==> config.mk <==
export PLATFORM = sky130hd
export DESIGN_NAME = program_sequencer_flat
export DESIGN_NICKNAME = d
export VERILOG_FILES = /design/src/rtl/program_sequencer_if.sv /design/src/rtl/program_sequencer.sv /design/src/flat_wrapper.sv
export SDC_FILE = /design/constraint.sdc
export NUM_CORES = 1
export LEC_CHECK = 0
export ABC_AREA = 1
export CAP_MARGIN = 20
export CORE_ASPECT_RATIO = 2
export CORE_MARGIN = 2
export CORE_UTILIZATION = 40
export CTS_BUF_LIST = sky130_fd_sc_hd__clkbuf_8
export CTS_CLUSTER_DIAMETER = 60
export DETAILED_ROUTE_END_ITERATION = 16
export HOLD_SLACK_MARGIN = 0.12
export PLACE_DENSITY = 0.55
export RECOVER_POWER = 25
export SKIP_CTS_REPAIR_TIMING = 1
export SLEW_MARGIN = 20
export SYNTH_ARGS = -nofsm -noshare
export SYNTH_HDL_FRONTEND = slang
export SYNTH_SLANG_ARGS = --single-unit
==> constraint.sdc <==
create_clock -name clk -period 2.2 [get_ports clk]
set_input_delay 0.44 -clock clk [delete_from_list [all_inputs] [get_ports clk]]
set_output_delay 0.44 -clock clk [all_outputs]
set_load 0.005 [all_outputs]
==> src/rtl/program_sequencer_if.sv <==
// Host/core handshake bundle for program_sequencer: start/req/ack plus status and buffer readback.
interface program_sequencer_if #(
  parameter int NPROG = 3,
  parameter int CW    = 16
);
  localparam int IW = (NPROG > 1) ? $clog2(NPROG) : 1;

  logic          start;
  logic          ack;
  logic          proc_reset;
  logic          req;
  logic [IW-1:0] prog_idx;
  logic          busy;
  logic          done;
  logic          timeout;
  logic [IW-1:0] rd_idx;
  logic [CW-1:0] rd_cycles;

  modport master (
    input  start, ack, rd_idx,
    output proc_reset, req, prog_idx, busy, done, timeout, rd_cycles
  );

  modport slave (
    output start, ack, rd_idx,
    input  proc_reset, req, prog_idx, busy, done, timeout, rd_cycles
  );
endinterface

==> src/rtl/program_sequencer.sv <==
// Resets the core, issues one req per program, times each ack into a readback buffer.
// Define SEQ_AUTO_RESET_EN to put a reset phase in front of every program, not just the first.
module program_sequencer #(
  parameter int NPROG   = 3,
  parameter int CW      = 16,
  parameter int RST_CYC = 2,
  parameter int TIMEOUT = 1000
) (
  input  logic                clk,
  input  logic                reset,
  program_sequencer_if.master bus
);
  localparam int IW = (NPROG > 1) ? $clog2(NPROG) : 1;
  localparam int RW = $clog2(RST_CYC + 1);
  localparam logic [CW-1:0] TO_CNT = CW'(TIMEOUT);

  typedef enum logic [2:0] {IDLE, RST, REQ, BLANK, RUN, NEXT, DONE} state_t;

  state_t        state, state_n;
  logic [RW-1:0] rcnt;
  logic [CW-1:0] cnt, cap;
  logic [CW-1:0] cnt_inc;
  logic [IW-1:0] idx;
  logic          to_flag, prst;
  logic [CW-1:0] cyc_buf [NPROG];
  logic          launch, last, to_hit;

  assign cnt_inc = cnt + 1'b1;
  assign launch  = (state == IDLE || state == DONE) && bus.start;
  assign last    = (idx == IW'(NPROG - 1));
  assign to_hit  = (cnt_inc == TO_CNT);

  always_comb begin
    state_n = state;
    case (state)
      IDLE, DONE: if (bus.start) state_n = RST;
      RST:        if (rcnt == RW'(RST_CYC - 1)) state_n = REQ;
      REQ:        state_n = BLANK;
      BLANK:      state_n = RUN;
      RUN:        if (bus.ack || to_hit) state_n = NEXT;
      NEXT: begin
        if (last) state_n = DONE;
`ifdef SEQ_AUTO_RESET_EN
        else      state_n = RST;
`else
        else      state_n = REQ;
`endif
      end
      default:    state_n = IDLE;
    endcase
  end

  // proc_reset is registered from the next state so it can sit high while the host is in reset.
  always_ff @(posedge clk or negedge reset) begin
    if (!reset) begin
      state   <= IDLE;
      prst    <= 1'b1;
      rcnt    <= '0;
      cnt     <= '0;
      cap     <= '0;
      idx     <= '0;
      to_flag <= 1'b0;
      for (int i = 0; i < NPROG; i++) cyc_buf[i] <= '0;
    end else begin
      state <= state_n;
      prst  <= (state_n == RST);
      rcnt  <= (state == RST) ? rcnt + 1'b1 : '0;

      if (launch) begin
        idx     <= '0;
        to_flag <= 1'b0;
        cnt     <= '0;
      end

      case (state)
        REQ:   cnt <= '0;
        BLANK: cnt <= cnt_inc;
        RUN: begin
          cnt <= cnt_inc;
          // ack beats a simultaneous timeout
          if (bus.ack) cap <= cnt_inc;
          else if (to_hit) begin
            cap     <= '1;
            to_flag <= 1'b1;
          end
        end
        NEXT: begin
          cyc_buf[idx] <= cap;
          if (!last) idx <= idx + 1'b1;
        end
        default: ;
      endcase
    end
  end

  assign bus.proc_reset = prst;
  assign bus.req        = (state == REQ);
  assign bus.busy       = !(state == IDLE || state == DONE);
  assign bus.done       = (state == DONE);
  assign bus.timeout    = to_flag;
  assign bus.prog_idx   = idx;
  assign bus.rd_cycles  = (32'(bus.rd_idx) < NPROG) ? cyc_buf[bus.rd_idx] : '0;
endmodule

==> src/flat_wrapper.sv <==
// flat-port wrapper written by rule: the top's interface ports become plain ports
module program_sequencer_flat 
#(
  parameter int NPROG   = 3,
  parameter int CW      = 16,
  parameter int RST_CYC = 2,
  parameter int TIMEOUT = 1000
)
  (clk, reset, bus_start, bus_ack, bus_rd_idx, bus_proc_reset, bus_req, bus_prog_idx, bus_busy, bus_done, bus_timeout, bus_rd_cycles);
  program_sequencer_if #(.NPROG(NPROG), .CW(CW)) bus_i ();
  input  logic clk;
  input  logic reset;
  input wire logic [$bits(bus_i.start)-1:0] bus_start;
  input wire logic [$bits(bus_i.ack)-1:0] bus_ack;
  input wire logic [$bits(bus_i.rd_idx)-1:0] bus_rd_idx;
  output wire logic [$bits(bus_i.proc_reset)-1:0] bus_proc_reset;
  output wire logic [$bits(bus_i.req)-1:0] bus_req;
  output wire logic [$bits(bus_i.prog_idx)-1:0] bus_prog_idx;
  output wire logic [$bits(bus_i.busy)-1:0] bus_busy;
  output wire logic [$bits(bus_i.done)-1:0] bus_done;
  output wire logic [$bits(bus_i.timeout)-1:0] bus_timeout;
  output wire logic [$bits(bus_i.rd_cycles)-1:0] bus_rd_cycles;
  assign bus_i.start = bus_start;
  assign bus_i.ack = bus_ack;
  assign bus_i.rd_idx = bus_rd_idx;
  assign bus_proc_reset = bus_i.proc_reset;
  assign bus_req = bus_i.req;
  assign bus_prog_idx = bus_i.prog_idx;
  assign bus_busy = bus_i.busy;
  assign bus_done = bus_i.done;
  assign bus_timeout = bus_i.timeout;
  assign bus_rd_cycles = bus_i.rd_cycles;
  program_sequencer #(.NPROG(NPROG), .CW(CW), .RST_CYC(RST_CYC), .TIMEOUT(TIMEOUT)) u_core (.clk(clk), .reset(reset), .bus(bus_i));
endmodule
==> flow_summary_export.csv <==
group,metric,value,unit
yosys,syn_inst,533,
critical_path,reg2regPathDepth,11,
power_and_ir_drop,ir_drop,433,uV
sta,hold_viol,0,
sta,fin_hold_ws,0.440,ns
hold_path,hold_class,"register to register",
sta,fmax,0.474,GHz
yosys,synth_area,0.00431,mm^2
critical_path,worstReg2RegStart,"u_core.cnt[1]",
detailed_routing,drt-total-wl,10100,um
die,row_count,53,
hold_path,min_from,"u_core.rcnt[0]",
global_route,grt_overflow,0,
sta,layout_setup_ws,0.0885,ns
cts,cts_root_buf,"clkbuf_8",
die,initial_core_util,41.2,%
placement,port_buffers,28,
detailed_routing,ant_nets,0,
critical_path,cp_slowest_cell,"clkdlybuf4s50_1",
global_route,antenna_found_initial,0,
die,die_height,151,um
critical_path,arrival,1.67,ns
detailed_routing,viasPerCell,5.00,
critical_path,cp.required,1.76,ns
final_layout,final_cell_mix,"nand2_1 (120), dfrtp_1 (88), inv_1 (74), nor2_1 (64), o21ai_0 (40)",
cts,clk_latency,0.37,ns
detailed_routing,drt-initial-drc-count,162,
detailed_routing,drc_errors,0,
placement,dpl.hpwl,7420,um
power_and_ir_drop,power.density,1040,mW/mm^2
detailed_routing,vias,3577,
final_layout,area_delta_synth_final,19.8,%
detailed_routing,avgRoutedWirePerCell,14.1,um
sta,fin_skew,0.00999,ns
placement,dp_slack,-0.421,ns
yosys,synth_cell_types,31,
yosys,ys_seq_elements,89,
power_and_ir_drop,p_leak,2.50,nW
final_layout,antennaDiodeCount,0,
sta,rsz0062_at_grt,"false",
yosys,yosysWarnings,0,
flow_run,cap_violations,0,
sta,worst_pin_slew,0.811,ns
critical_path,cp_max_fo,13,
critical_path,slowest_delay,0.55,ns
critical_path,path_cells,"dlymetal6s2s_1 > inv_2 > buf_12 > nor2_1 > o32ai_1 > clkdlybuf4s50_1",
yosys,syn_area_per_cell,8.09,um^2
critical_path,end_kind,"output pin",
hold_path,whs_path_depth,1,
outcome,status,"completed",
critical_path,r2r_end,"u_core.cap[0]",
sta,fin_crit_sh,96.0,%
sta,drv_slew,0,
cts,cts_tree,"yes",
cts,cts_max_path_buffers,2,
global_route,grt_pass1_wl,17400,um
final_layout,nFillCells,1070,
final_layout,final_common_cell,"nand2_1",
cts,htreeDepth,3,
final_layout,multi_input_area,0.00177,mm^2
die,die-area,0.0117,mm^2
critical_path,criticalPathCategory,"input pin to output pin",
sta,period_minus_slack,2.11,ns
final_layout,nets,581,
critical_path,startpoint_type,"input pin",
final_layout,drive_above_1_share,13.0,%
cts,cts_buffers,9,
sta,max_slew_margin,45.9,%
sta,setup_viol,0,
hold_path,min_to,"u_core.rcnt[0]",
yosys,syn_nets,541,
global_route,grt_pass1_vias,3750,
die,dieWidth,77.4,um
placement,gp_congestion,0.884,
cts,clkSlewWorstSetupHoldPaths,0.08,ns
yosys,yosysSeqAreaShare,51.7,%
final_layout,final-seq-area,0.00223,mm^2
die,coreArea,0.0105,mm^2
critical_path,startpoint,"bus_rd_idx[0]",
global_route,grt_max_degree,34,
global_route,grt_usage,19.0,%
detailed_routing,dr.pass1.iters,4,
critical_path,reg2reg_slack,0.28,ns
die,ios,29,
cts,cts.sink_count,89,
[worst max-delay path, delay by kind of cell]
kind	cells	cell delay [ns]
buffers and inverters	4	0.95
AND/OR/NAND/NOR	1	0.04
AO/OA/AOI/OAI	1	0.23
[cells in the mapped netlist, drive strengths merged]
cell	n	area (um^2)
nand3	36	203
o22ai	15	93.8
o31ai	1	7.51
nor2	74	318
clkinv	1	3.75
inv	75	282
nor3	3	25.0
nand4	6	37.5
buf	6	43.8
dfrtp	88	2200
o21bai	1	7.51
ha	2	25.0
nand3b	2	15.0
clkbuf	16	60.1
a21oi	16	80.1
xnor2	1	8.76
o32ai	16	140
dfstp	1	26.3
o21ai	41	205
nand2	132	531
[cell families (layout without fill, tap and decap cells)]
group | after synthesis | count (layout) | synth area share, %
adders and majority gates | 2 | 2 | 0.580
xor gates and xnor gates | 1 | 1 | 0.203
buffers and inverters | 98 | 143 | 9.02
AOI/OAI and AO/OA | 90 | 90 | 12.4
DFF | 89 | 89 | 51.7
and+or+nand+nor | 253 | 253 | 26.2
[per-stage QoR]
stage / utilization [%] / cell area (um^2) / setup TNS, ns / power, mW / std cells
finish: 49.3 / 5170 / 0 / 5.36 / 715
floorplan: - / 4310 / 0 / 3.56 / 533
global route: 49.3 / 5170 / 0 / 5.78 / 715
detailed placement: 46.4 / 4860 / -4.71 / 4.22 / 695
global placement: 46.4 / 4860 / -4.66 / 4.16 / 695
CTS: 48.2 / 5050 / -4.82 / 5.37 / 711
[how the worst max path moves through the flow]
| stage | end | slack, ns | cells after the start |
|---|---|---|---|
| after floorplan | bus_rd_cycles[10] | 0.28 | 5 |
| after global placement | bus_rd_cycles[8] | -0.45 | 5 |
| after detailed placement | bus_rd_cycles[8] | -0.42 | 5 |
| after CTS | bus_rd_cycles[8] | -0.43 | 5 |
| after global routing | bus_req | 0.008 | 5 |
| final | bus_rd_cycles[4] | 0.09 | 6 |
[power breakdown]
group,internal [mW],switching (mW),leakage (nW)
sequential,2.22,0.366,1.15
combinational,0.728,0.913,1.25
clock,0.524,0.604,0.0970
total,3.47,1.88,2.50
[final cells by class]
type / count / area share [%]
multi-input combinational: 346 / 34.2
clock inverter: 7 / 1.38
tap: 137 / 3.32
sequential: 89 / 43.1
inverter: 76 / 5.52
clock buffer: 9 / 2.40
timing repair buffer: 51 / 10.1
[flip-flops by register name, summed over array words and instances (netlist names)]
signal                 flops
u_core.cyc_buf            48
u_core.cap                16
u_core.cnt                16
u_core.state               3
u_core.bus.prog_idx        2
u_core.rcnt                2
u_core.bus.proc_reset      1
u_core.bus.timeout         1
[routing by layer]
metal / track usage [%] / share of wire, % / up-vias
met5: 0 / 0 / -
met4: 8.66 / 2.7 / 0
met3: 3.04 / 2.4 / 24
met2: 36.0 / 54 / 49
met1: 20.4 / 41 / 1713
li1: - / - / 1791
No activity file was read; power rests on OpenSTA's default activity.
